===== config.mk =====
export PLATFORM = sky130hd
export DESIGN_NAME = regfile_writeback_arbiter
export DESIGN_NICKNAME = d
export VERILOG_FILES = /design/src/rtl/riscv_pkg.sv /design/src/rtl/wb_result_fifo.sv /design/src/rtl/regfile_writeback_arbiter.sv
export SDC_FILE = /design/constraint.sdc
export NUM_CORES = 1
export LEC_CHECK = 0
export CAP_MARGIN = 10
export CORE_MARGIN = 1
export CORE_UTILIZATION = 53
export CTS_CLUSTER_DIAMETER = 80
export DETAILED_ROUTE_END_ITERATION = 6
export GPL_TIMING_DRIVEN = 1
export PLACE_DENSITY = 0.79
export SYNTH_ARGS = -nofsm -noshare
export SYNTH_HDL_FRONTEND = slang
export SYNTH_SLANG_ARGS = --single-unit

===== constraint.sdc =====
create_clock -name clk -period 2.76 [get_ports clk]
set_input_delay 0.828 -clock clk [delete_from_list [all_inputs] [get_ports clk]]
set_output_delay 0.828 -clock clk [all_outputs]
set_load 0.02 [all_outputs]

===== src/rtl/riscv_pkg.sv =====
// ---------------------------------------------------------------------------
// riscv_pkg
// Shared definitions for the register-file writeback path.
//   XLEN       : data width of a register
//   REG_ADDR_W : width of a register index
//   NUM_REGS   : number of architectural registers
//   wb_req_t   : one pending register write {destination, data}
// ---------------------------------------------------------------------------
package riscv_pkg;

    localparam int XLEN       = 32;
    localparam int REG_ADDR_W = 5;
    localparam int NUM_REGS   = 32;

    typedef struct packed {
        logic [REG_ADDR_W-1:0] rd;
        logic [XLEN-1:0]       data;
    } wb_req_t;

endpackage


===== src/rtl/wb_result_fifo.sv =====
// ---------------------------------------------------------------------------
// wb_result_fifo
// Circular FIFO of pending register writes (wb_req_t) used to buffer
// long-latency load results until they win the register file write port.
// Ports:
//   clk, rst   : clock, synchronous active-high reset (empties the FIFO)
//   push       : enqueue push_data (ignored when full unless also popping)
//   push_data  : entry to enqueue
//   pop        : dequeue the head entry (ignored when empty)
//   head       : current oldest entry
//   full/empty : occupancy flags, derived from the registered count only
//   count      : number of valid entries
// ---------------------------------------------------------------------------
module wb_result_fifo
    import riscv_pkg::*;
#(
    parameter int DEPTH = 4
) (
    input  logic                     clk,
    input  logic                     rst,
    input  logic                     push,
    input  wb_req_t                  push_data,
    input  logic                     pop,
    output wb_req_t                  head,
    output logic                     full,
    output logic                     empty,
    output logic [$clog2(DEPTH):0]   count
);

    localparam int PTR_W = $clog2(DEPTH);
    localparam int CNT_W = PTR_W + 1;

    wb_req_t            mem_q [DEPTH];
    wb_req_t            mem_d [DEPTH];
    logic [PTR_W-1:0]   wr_ptr_q, wr_ptr_d;
    logic [PTR_W-1:0]   rd_ptr_q, rd_ptr_d;
    logic [CNT_W-1:0]   count_q, count_d;
    logic               do_push;
    logic               do_pop;

    assign full  = (count_q == CNT_W'(DEPTH));
    assign empty = (count_q == '0);
    assign count = count_q;
    assign head  = mem_q[rd_ptr_q];

    // Pointers wrap naturally because DEPTH is a power of two. A push into
    // a full FIFO is only honoured when the head leaves in the same cycle.
    always_comb begin
        do_pop   = pop && !empty;
        do_push  = push && (!full || do_pop);
        wr_ptr_d = wr_ptr_q;
        rd_ptr_d = rd_ptr_q;
        count_d  = count_q;
        mem_d    = mem_q;
        if (do_push) begin
            mem_d[wr_ptr_q] = push_data;
            wr_ptr_d        = wr_ptr_q + 1'b1;
        end
        if (do_pop) begin
            rd_ptr_d = rd_ptr_q + 1'b1;
        end
        case ({do_push, do_pop})
            2'b10:   count_d = count_q + 1'b1;
            2'b01:   count_d = count_q - 1'b1;
            default: count_d = count_q;
        endcase
    end

    always_ff @(posedge clk) begin
        if (rst) begin
            wr_ptr_q <= '0;
            rd_ptr_q <= '0;
            count_q  <= '0;
        end else begin
            wr_ptr_q <= wr_ptr_d;
            rd_ptr_q <= rd_ptr_d;
            count_q  <= count_d;
        end
    end

    // Storage needs no reset: entries are only visible through count.
    always_ff @(posedge clk) begin
        mem_q <= mem_d;
    end

endmodule


===== src/rtl/regfile_writeback_arbiter.sv =====
// ---------------------------------------------------------------------------
// regfile_writeback_arbiter
// Sole writer of the register file write port. Merges single-cycle ALU
// results with buffered memory load results, prevents load starvation and
// keeps a pending-load scoreboard for the hazard logic.
// Ports:
//   clk, rst                 : clock, synchronous active-high reset
//   alu_valid/rd/data        : ALU result offered this cycle
//   alu_stall                : ALU result not consumed this cycle (comb.)
//   mem_valid/rd/data        : load result offered; accepted when mem_ready
//   mem_ready                : load FIFO has room
//   issue_load/issue_rd      : a load has been issued to issue_rd
//   busy_vec                 : bit r set while a load to xr is pending
//   RegWrite/write_address/
//   write_data               : registered register file write port
//   waw_err                  : sticky; ALU wrote a register with a load pending
// Optional feature (macro WB_BYPASS_EN):
//   rs1_addr/rs2_addr, rf_data_1/rf_data_2 in, op_data_1/op_data_2 out;
//   forwards the write port onto the operand read path in the same cycle.
// ---------------------------------------------------------------------------
module regfile_writeback_arbiter
    import riscv_pkg::*;
#(
    parameter int MEM_FIFO_DEPTH = 4,
    parameter int STARVE_LIMIT   = 8
) (
    input  logic                  clk,
    input  logic                  rst,
    input  logic                  alu_valid,
    input  logic [REG_ADDR_W-1:0] alu_rd,
    input  logic [XLEN-1:0]       alu_data,
    output logic                  alu_stall,
    input  logic                  mem_valid,
    output logic                  mem_ready,
    input  logic [REG_ADDR_W-1:0] mem_rd,
    input  logic [XLEN-1:0]       mem_data,
    input  logic                  issue_load,
    input  logic [REG_ADDR_W-1:0] issue_rd,
    output logic [NUM_REGS-1:0]   busy_vec,
    output logic                  RegWrite,
    output logic [REG_ADDR_W-1:0] write_address,
    output logic [XLEN-1:0]       write_data,
`ifdef WB_BYPASS_EN
    input  logic [REG_ADDR_W-1:0] rs1_addr,
    input  logic [REG_ADDR_W-1:0] rs2_addr,
    input  logic [XLEN-1:0]       rf_data_1,
    input  logic [XLEN-1:0]       rf_data_2,
    output logic [XLEN-1:0]       op_data_1,
    output logic [XLEN-1:0]       op_data_2,
`endif
    output logic                  waw_err
);

    localparam int SC_W = $clog2(STARVE_LIMIT + 1);

    wb_req_t                     fifo_head;
    wb_req_t                     fifo_in;
    logic                        fifo_full;
    logic                        fifo_empty;
    logic [$clog2(MEM_FIFO_DEPTH):0] fifo_count;
    logic                        fifo_push;
    logic                        fifo_pop;

    logic                        alu_win;
    logic                        fifo_win;

    logic [SC_W-1:0]             starve_cnt_q, starve_cnt_d;
    logic [NUM_REGS-1:0]         busy_q, busy_d;
    logic                        reg_write_q, reg_write_d;
    logic [REG_ADDR_W-1:0]       write_address_q, write_address_d;
    logic [XLEN-1:0]             write_data_q, write_data_d;
    logic                        waw_err_q, waw_err_d;

    assign fifo_in = '{rd: mem_rd, data: mem_data};

    wb_result_fifo #(
        .DEPTH (MEM_FIFO_DEPTH)
    ) u_fifo (
        .clk       (clk),
        .rst       (rst),
        .push      (fifo_push),
        .push_data (fifo_in),
        .pop       (fifo_pop),
        .head      (fifo_head),
        .full      (fifo_full),
        .empty     (fifo_empty),
        .count     (fifo_count)
    );

    // mem_ready looks only at the registered occupancy so there is no
    // combinational path from the arbitration result back to the load unit.
    assign mem_ready = !fifo_full;
    assign fifo_push = mem_valid && mem_ready;

    // Arbitration: ALU has priority unless it has starved the FIFO for
    // STARVE_LIMIT consecutive cycles, in which case the head gets one slot.
    always_comb begin
        alu_stall = (starve_cnt_q == SC_W'(STARVE_LIMIT)) && alu_valid && !fifo_empty;
        alu_win   = alu_valid && !alu_stall;
        fifo_win  = !alu_win && !fifo_empty;
        fifo_pop  = fifo_win;

        starve_cnt_d = '0;
        if (alu_win && !fifo_empty) begin
            starve_cnt_d = starve_cnt_q + 1'b1;
        end

        reg_write_d     = 1'b0;
        write_address_d = write_address_q;
        write_data_d    = write_data_q;
        if (alu_win) begin
            reg_write_d     = (alu_rd != '0);
            write_address_d = alu_rd;
            write_data_d    = alu_data;
        end else if (fifo_win) begin
            reg_write_d     = (fifo_head.rd != '0);
            write_address_d = fifo_head.rd;
            write_data_d    = fifo_head.data;
        end

        // Clear on commit first so a same-cycle issue to the same register
        // leaves the bit set: the new load is still outstanding.
        busy_d = busy_q;
        if (fifo_win) begin
            busy_d[fifo_head.rd] = 1'b0;
        end
        if (issue_load && (issue_rd != '0)) begin
            busy_d[issue_rd] = 1'b1;
        end

        waw_err_d = waw_err_q;
        if (alu_win && (alu_rd != '0) && busy_q[alu_rd]) begin
            waw_err_d = 1'b1;
        end
    end

    always_ff @(posedge clk) begin
        if (rst) begin
            starve_cnt_q    <= '0;
            busy_q          <= '0;
            reg_write_q     <= 1'b0;
            write_address_q <= '0;
            write_data_q    <= '0;
            waw_err_q       <= 1'b0;
        end else begin
            starve_cnt_q    <= starve_cnt_d;
            busy_q          <= busy_d;
            reg_write_q     <= reg_write_d;
            write_address_q <= write_address_d;
            write_data_q    <= write_data_d;
            waw_err_q       <= waw_err_d;
        end
    end

    assign busy_vec      = busy_q;
    assign RegWrite      = reg_write_q;
    assign write_address = write_address_q;
    assign write_data    = write_data_q;
    assign waw_err       = waw_err_q;

`ifdef WB_BYPASS_EN
    // The register file is written at the end of this cycle, so a read of
    // the same register now would see stale data; forward the write port.
    always_comb begin
        op_data_1 = rf_data_1;
        op_data_2 = rf_data_2;
        if (reg_write_q && (write_address_q == rs1_addr) && (rs1_addr != '0)) begin
            op_data_1 = write_data_q;
        end
        if (reg_write_q && (write_address_q == rs2_addr) && (rs2_addr != '0)) begin
            op_data_2 = write_data_q;
        end
    end
`endif

endmodule


==> out/metrics.yaml <==
outcome: "complete, no violations"
start_util: 0.548
drive_gt1_frac: 0.142
vias_per_cell: 6.11
r2r-start: "starve_cnt_q[0]$_SDFF_PP0_"
hold_path_end: "write_data[31]$_SDFFE_PP0P_"
gp_congestion: 0.916
hold_class: "register to register"
slowest_stage: "clkdlybuf4s50_1"
fp.dieH_um: 134
cp-end-kind: "primary output"
cts_tree: "built"
worst_pin_slew_ns: 0.823
rrSetupSlack_ns: 0.35
post-place-ws_ns: -0.0699
yosys.area.top_type_share: 0.484
cts-root-buf: "clkbuf_16"
cap_violations: 0
stdcell_count: 1046
port_buffers: 156
max_freq_ghz: 0.379
synth_most_common_cell: "edfxtp_1"
clk_pin_slew_ns: 0.06
dieArea_sq_um: 17900
ys_async_sr_fraction: 0
vias: 6387
grt_overflow_total: 0
fin_crit_sh: 0.956
layout.nets: 900
cp-start-kind: "register"
initialDrtViolationCount: 618
cp.arrival_ns: 1.81
finalHoldViolations: 0
ys_warn_count: 0
nFillCells: 1074
syn_inst: 642
required_ns: 1.93
synth_cell_types: 46
die_w_um: 134
path_max_fanout: 6
synth_common_cells: "edfxtp_1 (148), dfxtp_1 (82), nor2_1 (55)"
coreArea_sq_um: 16800
avgSynthCellArea_sq_um: 14.3
slowest_delay_ns: 0.65
grt_pass1_wl_um: 34800
ys_seq_area_frac: 0.663
path_cells: "inv_1, nand3_1, clkdlybuf4s50_1"
drv_slew: 0
cp.buffers_inverters: 2
grt_use_total: 0.255
ys_top_cells_by_area: "edfxtp_1 (48%), dfxtp_1 (18%), mux4_2 (10%)"
powerDensity_nw_per_um2: 845
power_mw: 9.97
hold_depth: 2
dpl-instance-area_sq_um: 11100
synth_largest_area_cell: "edfxtp_1"
cts_max_level: 1
drc: 0
ios: 157
final_area_sq_um: 11800
max_slew_margin: 0.449
firstDrtPassIters: 5
synthFlopType: "edfxtp_1"
cts_buffers: 23
p_leak_nw: 3.99
syn_area_sq_um: 9180
final_antenna_net_count: 0
reg2reg_to: "u_fifo.count[2]$_SDFFE_PP0P_"
placed_cells: 1003
fin_crit_ns: 2.64
area_growth_pct: 28.6
finalSetupViolCount: 0
wl_um: 22500
synth-edff-count: 148
clock_sinks: 230
ys_ff_latch: 230
grt_pass1_vias: 6526
ir_worst_vdd_mv: 0.589
grt_max_degree: 47
hpwl_um: 14500
clk_latency_ns: 0.51
min_from: "write_data[31]$_SDFFE_PP0P_"
criticalPathCategory: "register to primary output"
fin_tns_setup_ns: 0
setup_slack_ns: 0.122
crit_cells: 3
fp-row-count: 47
synth_fp_nets: 734
cp_top_family: "buffers and inverters"
clock-skew-final_ns: 0.00895
post_drt_wl_per_cell_um: 21.6
reg2regPathDepth: 11
antenna_found_initial: 1
rsz0062_at_grt: "false"
clk_path_buf_depth: 3
-- layout make-up --
type / instances / area (sq um) / area share
diodes: 1 / 2.50 / 0.000212
clock buffers: 34 / 647 / 0.0548
clock inverters: 8 / 38.8 / 0.00329
inverters: 11 / 41.3 / 0.00350
multi-input cells: 361 / 2910 / 0.247
flip-flops and latches: 230 / 6090 / 0.516
well taps: 220 / 275 / 0.0233
repair buffers: 181 / 1800 / 0.152
-- metrics by stage --
stage | hold WS (ns) | util
floorplan | 0.430 | -
global placement | 0.440 | 0.663
detailed placement | 0.467 | 0.663
CTS | 0.499 | 0.704
global route | 0.527 | 0.704
finish | 0.495 | 0.704
-- cells by family (layout without fill, tap and decap cells) --
logic type	Yosys count	count (layout)	share of synthesized area
buffers and inverters	51	234	0.0225
DFF	230	230	0.663
other	0	1	0
adders and majority gates	8	8	0.0117
xor gates and xnor gates	7	7	0.00668
AOI/OAI and AO/OA	115	115	0.0902
muxes	51	51	0.113
and+or+nand+nor	180	180	0.0927
-- placed cells by master, fill, tap and decap left out, types with 3 or more instances in the layout --
cell	instances
buf_12	5
clkinv_2	3
a21oi_1	3
o211ai_1	32
and3_2	4
nor2b_1	6
nand2_1	44
clkbuf_1	8
a211oi_1	4
nor3_1	3
or3b_2	3
inv_1	10
clkbuf_8	3
mux4_2	41
ha_1	7
clkbuf_16	23
a31oi_1	3
nand3_1	40
clkinv_1	5
xnor2_1	3
clkdlybuf4s50_1	153
buf_4	20
edfxtp_1	148
mux2i_1	8
xor2_1	4
or3_1	3
o21ai_0	31
a311oi_1	32
dfxtp_1	80
nand3b_1	10
nor2_1	55
-- worst max-delay path by stage --
stage                                            start                           end  slack (ns)
after floorplan                              alu_valid  u_fifo.count[2]$_SDFFE_PP0P_        0.19
final                     u_fifo.count[0]$_SDFFE_PP0P_                     mem_ready        0.12
after global placement                       mem_valid  u_fifo.count[2]$_SDFFE_PP0P_        0.04
after detailed placement                     mem_valid  u_fifo.count[2]$_SDFFE_PP0P_       -0.07
after global routing      u_fifo.count[0]$_SDFFE_PP0P_                     mem_ready        0.02
after CTS                 u_fifo.count[2]$_SDFFE_PP0P_                     alu_stall        0.04
-- repair_timing --
item,4_1_cts,5_1_grt
gates resized for setup,1,3
hold buffers,0,0
endpoints found under the setup margin,1,1
buffers inserted,0,0
endpoints found under the hold margin,0,0
-- worst register-to-register path, delay by kind of cell, from the launching register on --
family,cells,cell delay (ns)
AOI/OAI and AO/OA,2,0.38
xor gates and xnor gates,1,0.16
adders and majority gates,3,0.72
buffers and inverters,3,0.29
DFF,1,0.34
and+or+nand+nor,2,0.43
-- flip-flops by register name (all words and copies together) (netlist names) --
register         count
write_data          32
u_fifo.rd_ptr_q      2
RegWrite             1
starve_cnt_q         4
waw_err              1
u_fifo.count         3
write_address        5
u_fifo.mem_q       148
u_fifo.wr_ptr_q      2
busy_vec            32
-- power by group --
group	internal, mW	total, mW	switching (mW)
Combinational	1.24	2.75	1.50
Sequential	4.13	4.36	0.235
Clock	1.62	2.86	1.24
Total	6.99	9.97	2.98
-- routing by layer --
metal	wire length, um	part of all wire	global-route usage	vias up
li1	-	-	-	2841
met1	8960	0.40	0.323	3199
met2	11500	0.51	0.440	309
met3	1690	0.075	0.0506	38
met4	393	0.017	0.0859	0
met5	0	0	0	-
Power figures use the tool's default switching activity.
